===== src/rtl/apb_pack.sv =====
// Shared types and default parameters for the APB initiator and its helpers.
package apb_pack;

  typedef enum logic [1:0] {
    APB_IDLE,
    APB_SETUP,
    APB_ACCESS
  } apb_state_e;

  localparam int DEF_ADDR_WIDTH = 8;
  localparam int DEF_DATA_WIDTH = 32;
  localparam int DEF_TIMEOUT    = 16;

endpackage


===== src/rtl/apb_wait_timer.sv =====
// Counts ACCESS wait states and flags the cycle in which the wait limit is hit.
// A TIMEOUT of 0 disables expiry entirely.
module apb_wait_timer
  import apb_pack::*;
#(
  parameter int TIMEOUT = DEF_TIMEOUT
) (
  input  logic pclk,
  input  logic presetn,
  input  logic clear,
  input  logic inc,
  output logic expired
);

  localparam int          CW    = (TIMEOUT > 0) ? $clog2(TIMEOUT + 1) : 1;
  localparam logic [CW:0] LIMIT = (CW + 1)'(TIMEOUT);

  logic [CW-1:0] count;
  logic [CW:0]   count_next;

  // One extra bit so the comparison against LIMIT never wraps.
  assign count_next = {1'b0, count} + (CW + 1)'(1);

  // NOTE: sequential state uses non-blocking assignments so every flop samples
  // pre-edge values, independent of the order in which always blocks run.
  always_ff @(posedge pclk) begin
    if (!presetn || clear) begin
      count <= '0;
    end else if (inc && (count_next <= LIMIT)) begin
      count <= count_next[CW-1:0];
    end
  end

  // Expiry fires on the wait cycle that would bring the count to TIMEOUT, so
  // the transfer leaves ACCESS after exactly TIMEOUT unanswered cycles.
  assign expired = (TIMEOUT > 0) && inc && (count_next >= LIMIT);

endmodule


===== src/rtl/apb_master.sv =====
// APB initiator: accepts one command at a time on a valid/ready port, runs the
// IDLE -> SETUP -> ACCESS sequence and returns a one-cycle response pulse.
module apb_master
  import apb_pack::*;
#(
  parameter int ADDR_WIDTH = DEF_ADDR_WIDTH,
  parameter int DATA_WIDTH = DEF_DATA_WIDTH,
  parameter int TIMEOUT    = DEF_TIMEOUT
) (
  input  logic                  pclk,
  input  logic                  presetn,
  input  logic                  cmd_valid,
  output logic                  cmd_ready,
  input  logic                  cmd_write,
  input  logic [ADDR_WIDTH-1:0] cmd_addr,
  input  logic [DATA_WIDTH-1:0] cmd_wdata,
  output logic                  rsp_valid,
  output logic [DATA_WIDTH-1:0] rsp_rdata,
  output logic                  rsp_slverr,
  output logic [ADDR_WIDTH-1:0] paddr,
  output logic                  psel,
  output logic                  penable,
  output logic                  pwrite,
  output logic [DATA_WIDTH-1:0] pwdata,
  input  logic                  pready,
  input  logic [DATA_WIDTH-1:0] prdata,
  input  logic                  pslverr
);

  apb_state_e state;
  logic       wait_inc;
  logic       wait_clear;
  logic       expired;
  logic       done;

  assign cmd_ready  = (state == APB_IDLE) && presetn;
  assign wait_inc   = (state == APB_ACCESS) && !pready;
  assign done       = (state == APB_ACCESS) && (pready || expired);
  assign wait_clear = (state != APB_ACCESS) || done;

  apb_wait_timer #(
    .TIMEOUT (TIMEOUT)
  ) u_wait_timer (
    .pclk    (pclk),
    .presetn (presetn),
    .clear   (wait_clear),
    .inc     (wait_inc),
    .expired (expired)
  );

  // NOTE: reset is synchronous, so it lives inside the clocked branch and only
  // takes effect on a pclk edge; the datapath registers are cleared with it.
  always_ff @(posedge pclk) begin
    if (!presetn) begin
      state      <= APB_IDLE;
      psel       <= 1'b0;
      penable    <= 1'b0;
      pwrite     <= 1'b0;
      paddr      <= '0;
      pwdata     <= '0;
      rsp_valid  <= 1'b0;
      rsp_rdata  <= '0;
      rsp_slverr <= 1'b0;
    end else begin
      rsp_valid <= 1'b0;
      case (state)
        APB_IDLE: begin
          if (cmd_valid) begin
            pwrite <= cmd_write;
            paddr  <= cmd_addr;
            pwdata <= cmd_wdata;
            psel   <= 1'b1;
            state  <= APB_SETUP;
          end
        end
        APB_SETUP: begin
          penable <= 1'b1;
          state   <= APB_ACCESS;
        end
        APB_ACCESS: begin
          if (done) begin
            // A real slave answer wins; otherwise this is a timeout completion.
            psel       <= 1'b0;
            penable    <= 1'b0;
            rsp_valid  <= 1'b1;
            rsp_slverr <= pready ? pslverr : 1'b1;
            rsp_rdata  <= (pready && !pwrite) ? prdata : '0;
            state      <= APB_IDLE;
          end
        end
        default: begin
          psel    <= 1'b0;
          penable <= 1'b0;
          state   <= APB_IDLE;
        end
      endcase
    end
  end

endmodule


===== config.mk =====
export PLATFORM = sky130hd
export DESIGN_NAME = apb_master
export DESIGN_NICKNAME = d
export VERILOG_FILES = /design/src/rtl/apb_pack.sv /design/src/rtl/apb_wait_timer.sv /design/src/rtl/apb_master.sv
export SDC_FILE = /design/constraint.sdc
export NUM_CORES = 1
export LEC_CHECK = 0
export ABC_AREA = 1
export BUFFER_PORTS_ARGS = -buffer_cell sky130_fd_sc_hd__buf_4
export CAP_MARGIN = 10
export CORE_ASPECT_RATIO = 1.25
export CORE_MARGIN = 2
export CORE_UTILIZATION = 45
export DETAILED_ROUTE_END_ITERATION = 10
export GPL_TIMING_DRIVEN = 0
export PLACE_DENSITY_LB_ADDON = 0.12
export SLEW_MARGIN = 20
export SYNTH_ARGS = -nofsm -noshare
export SYNTH_HDL_FRONTEND = slang
export SYNTH_SLANG_ARGS = --single-unit

===== constraint.sdc =====
create_clock -name pclk -period 1.6 [get_ports pclk]
set_input_delay 0.08 -clock pclk [delete_from_list [all_inputs] [get_ports pclk]]
set_output_delay 0.08 -clock pclk [all_outputs]
set_load 0.03 [all_outputs]

== After elaboration in Yosys (flattened, before gate mapping) ==
Cells that the tools add are included.

* Equality and inequality tests: 5
* Bitwise logic cells: 2
* Magnitude comparators: 2
* Add/sub/neg operators: 1
* Reductions and logical operators: 19
* Mux-type cells: 10

{| class="wikitable"
|+ Operator list
! operator !! number
|-
| two-way mux 32 bit || 1
|-
| AND reduction 2 bit || 5
|-
| adder 5 x 1 -> 6 bit, second input constant || 1
|-
| greater-or-equal comparator 6 x 5 -> 1 bit, second input constant || 1
|-
| <= comparator 6 x 5 -> 1 bit, second input constant || 1
|-
| logical AND 1 bit || 6
|-
| != test 2 bit, second input constant || 3
|-
| case mux 1 bit (3 select lines) || 2
|-
| case mux 2 bit (3 select lines) || 1
|-
| two-way mux 1 bit || 4
|-
| two-way mux 2 bit || 2
|-
| zero test 1 bit || 3
|-
| logical OR 1 bit || 3
|-
| AND reduction 3 bit || 1
|-
| equality test 2 x 1 -> 1 bit, second input constant || 1
|-
| equality test 2 bit, second input constant || 1
|-
| zero test 2 bit || 1
|-
| inverter 1 bit || 2
|}

* Register bits after elaboration: 84
* Bits of input ports: 78

== Logic depth before layout (Yosys ltp) ==
* Depth after elaboration: 7
* Mapped depth: 10

== By module ==
A second synthesis with hierarchy kept.

* Cells, all modules: 426
* Area total of the unflattened synthesis: 3395.8 um^2

{| class="wikitable"
|+ Modules (own cells, without submodules)
! module !! area an instance (um^2) !! cells an instance !! sequential area each (um^2) !! instances
|-
| apb_master || 3011.6 || 364 || 1581.5 || 1
|-
| apb_wait_timer || 384.1 || 62 || 100.1 || 1
|}

== Worst setup path after synthesis ==
No wires, ideal clock.

* Path kind: flip-flop to flip-flop
* Start point: register u_wait_timer.count[0]
* End point: register rsp_rdata[19]
* Buffers on the path: 1
* Required time: 1541 ps
* Data arrival time: 1344 ps
* Cell stages (with the launch flop): 11
* Path slack: 197 ps
* Library setup time: 59 ps
* Cell sequence: dfxtp_1 -> ha_1 -> nand3_1 -> nand2_1 -> nand2_1 -> nand2_2 -> nand2_4 -> nor2_8 -> buf_8 -> nand3_2 -> nand2_1

* Word-level cells in the longest chain between the ends: 6

{| class="wikitable"
|+ RTL lines
! item !! RTL line !! text
|-
| start: declaration || apb_wait_timer.sv:18 || <nowiki>logic [CW-1:0] count;</nowiki>
|-
| start signal: assignment || apb_wait_timer.sv:30 || <nowiki>count <= count_next[CW-1:0];</nowiki>
|-
| adder 5 x 1 -> 6 bit || apb_wait_timer.sv:22 || <nowiki>assign count_next = {1'b0, count} + (CW + 1)'(1);</nowiki>
|-
| greater-or-equal comparator 6 x 5 -> 1 bit || apb_wait_timer.sv:36 || <nowiki>assign expired = (TIMEOUT > 0) && inc && (count_next >= LIMIT);</nowiki>
|-
| logical AND 1 bit || apb_wait_timer.sv:36 ||
|-
| logical OR 1 bit || apb_master.sv:38 || <nowiki>assign done = (state == APB_ACCESS) && (pready || expired);</nowiki>
|-
| logical AND 1 bit || apb_master.sv:38 ||
|-
| AND reduction 2 bit (no line) || - ||
|-
| end signal: assignment || apb_master.sv:87 || <nowiki>rsp_rdata <= (pready && !pwrite) ? prdata : '0;</nowiki>
|-
| end: declaration || apb_master.sv:18 || <nowiki>output logic [DATA_WIDTH-1:0] rsp_rdata,</nowiki>
|}

Every way passes these cells.
A chain may end at the register's enable or synchronous reset.

== Worst setup path after layout ==
* Start point: register u_wait_timer.count[0]
* End point: register rsp_rdata[5]

The elaborated chain is that of the path after synthesis.

==> qor.txt <==
DRC violations left = 0
Count of flip-flops with a built-in enable after synthesis = 0
Cell mode on critical path = nand2_2
Sort of element at the start of the critical path = flip-flop
Avg Cell Area, Syn = 7.99 um^2
Final std cell area, no fill = 5500 um^2
CTS Root Buffer Type = clkbuf_8
Clock transition at the registers of the reported paths = 0.09 ns
Cell total after placement = 633
Setup repair after global routing missed its margin = true
Clock tree from TritonCTS = built
Number of core rows = 33
Remaining global-route overflow = 0
Instance count of the mapped netlist = 391
Top FF cell, synth = dfxtp_1
H-tree lvl count = 3
Worst slack, placed = 0.0238 ns
Lkg Pwr = 2.67 nW
Met1 track demand over resource in global routing = 30.5%
Compound-cell area share of the yosys netlist = 7.69%
Most used standard cell by instance count after synthesis = nor2_1
Setup CP Type = reg2reg
Number of hold violations in the final report = 0
Register-to-register path setup slack = 0.06 ns
Pwr Density = 923 nW/um^2
Initial Util = 47.0%
Worst min-delay path category = in2reg
Fmax = 0.651 GHz
R2R Path Start = u_wait_timer.count[0]$_SDFFE_PP0P_
Detail Placement HPWL = 6230 um
Deepest clock path buffer count = 2
Total number of clock tree sinks = 84
Share of layout cells above drive strength 1 = 33.7%
Xor and xnor fraction of the mapped netlist area = 0%
Worst-path fanout max = 6
Slowest cell on crit path = dfxtp_4
Main combinational cell family by area after synthesis = simple AND/OR/NAND/NOR gates
Share of synthesized area occupied by flip-flops and latches = 53.8%
Chip height = 97.2 um
Post-route clock period utilization = 96.0%
Adder-cell area share of the yosys netlist = 0.801%
Global router's overall resource usage = 27.1%
Slew Viols, Final = 0
Yosys synthesis warning count = 0
Average via count per standard cell = 5.06
Smallest setup slack after layout = 0.0648 ns
Final core occ = 82.7%
Category of the worst setup path capture point = flip-flop
First-pass GRT wire length = 16500 um
Global-route met3 utilization = 8.36%
Number of synthesized register bits = 84
Number of I/O port buffers = 155
Hold WS = 0.0556 ns
Maximum number of pins on one net before global-route repair = 14
Routed WL = 10900 um
Core area = 6650 um^2
Die X-Extent = 78.5 um
Longest individual stage delay on the worst path = 0.39 ns
Biggest area contributors in the synthesized netlist = dfxtp_1 (54%), nor2_1 (11%), nand3_1 (9.6%)
CP Data Required Time = 1.90 ns
PnR Total Power = 5.07 mW
Average wire per standard cell = 15.0 um
Clock Latency Late Sink = 0.34 ns
Distinct cell type count of the synthesized netlist = 22
Starting DRC count in detailed routing = 168
Vias = 3683
CP cell instances = ha_4 -> nand3_2 -> nand2_2 -> nand2_2 -> nand2_2 -> nand2_4 -> nor2_8 -> buf_6 -> buf_6 -> nand3_1 -> nand2_1
Top cell type's share of synthesized area = 53.8%
Area post-placement = 4400 um^2
Total Die Area = 7630 um^2
Synthesized-area fraction occupied by and/or/nand/nor cells = 31.8%
Signed area change from the synthesized netlist to the final layout = 75.9%
Number of nets in the layout = 718
Post-synthesis cell type with the largest combined area = dfxtp_1
Post-synthesis async set-or-reset flop share = 0%
Fillers = 405
Non-filler instance count after layout = 728
Busiest metal layer after global routing = met2
GR Util met2 = 48.1%
Finish-stage setup viols = 0
Cell Area, Synth = 3120 um^2
Largest vdd supply drop = 0.000723 V
Setup skew after layout = 0.0113 ns
I/O pin cnt = 156
Iteration count of the initial detailed-routing pass = 4
Final total negative setup slack = 0 ns
Max-capacitance violation count = 0
Outcome = finished, final reports clean
Syn nets = 471
Multiplexer share of the synthesized area = 0%
Number of CTS-inserted buffers = 9
Clock period minus worst slack = 1.54 ns
Antenna diodes = 0
Remaining number of nets flagged by the antenna check after routing = 0
Critical Path Start = u_wait_timer.count[0]$_SDFFE_PP0P_
Worst min-delay path startpoint = pslverr
Arrival time at the worst endpoint = 1.83 ns
Number of global-route vias before repair = 3509
Ranking of synthesized cells by instance count = nor2_1 (92), dfxtp_1 (84), nand3_1 (60), nand2_1 (45), o21ai_0 (37)
Gp weighted congestion = 0.840
Number of antenna violations at the first check in global routing = 0
per-layer routing:
layer  vias to the layer above  share of wire [%]
li1                       1765                  -
met3                        19                8.6
met4                         0                1.6
met5                         -                  0
met1                      1718                 38
met2                       181                 52
sequential cells by signal, summed over array words and instances (netlist names):
name and count:
pwdata 32, rsp_rdata 32, paddr 8, u_wait_timer.count 5, state 2, penable 1, psel 1, pwrite 1
rsp_slverr 1, rsp_valid 1
power breakdown:
part | switching [mW] | internal [mW] | leakage, nW
logic | 0.567 | 0.464 | 1.86
registers | 0.0653 | 2.20 | 0.690
clock network | 0.758 | 1.02 | 0.111
total | 1.39 | 3.68 | 2.67
logic make-up after synthesis:
family	Yosys count
buf+inv	39
compound gates	48
simple gates	217
flops	84
fa+ha+maj	2
other cells	1
layout by cell type, fill, tap and decap left out, drive strengths merged:
| cell | count |
|---|---|
| buf | 173 |
| nor2 | 96 |
| dfxtp | 84 |
| dlygate4sd3 | 73 |
| nand3 | 70 |
| nand2 | 47 |
| o21ai | 44 |
| clkbuf | 24 |
| inv | 14 |
| a21oi | 4 |
| bufinv | 3 |
| nand4 | 2 |
| nor3 | 2 |
| ha | 2 |
| clkinvlp | 1 |
| clkinv | 1 |
| conb | 1 |
what timing repair did:
action / 4_1_cts / 5_1_grt
hold buffers: 73 / 0
hold endpoints to repair: 73 / 0
endpoints found under the setup margin: 0 / 67
gates resized for setup: 0 / 27
setup buffers: 0 / 5
final timing paths:
| kind | endpoint | cells after the start |
|---|---|---|
| hold / removal | rsp_slverr$_SDFFE_PN0P_ | 3 |
| hold reg to reg | u_wait_timer.count[0]$_SDFFE_PP0P_ | 1 |
| setup / recovery | rsp_rdata[5]$_SDFFE_PN0P_ | 11 |
| setup reg to reg | rsp_rdata[5]$_SDFFE_PN0P_ | 11 |
area by class of cell:
type	instances	area (um^2)	share of cell area, %
timing repair buffer	236	1980	36.0
sequential	84	1690	30.8
multi-input combinational	268	1310	23.8
buffer	25	130	2.37
clock buffer	9	124	2.25
tap	87	109	1.98
clock inverter	5	103	1.87
inverter	14	52.6	0.956
critical path, delay by kind of cell, from the launching register on:
family | cells | cell delay (ns)
fa+ha+maj | 1 | 0.15
buf+inv | 2 | 0.26
flops | 1 | 0.39
simple gates | 8 | 0.70
Power figures use the tool's default switching activity.
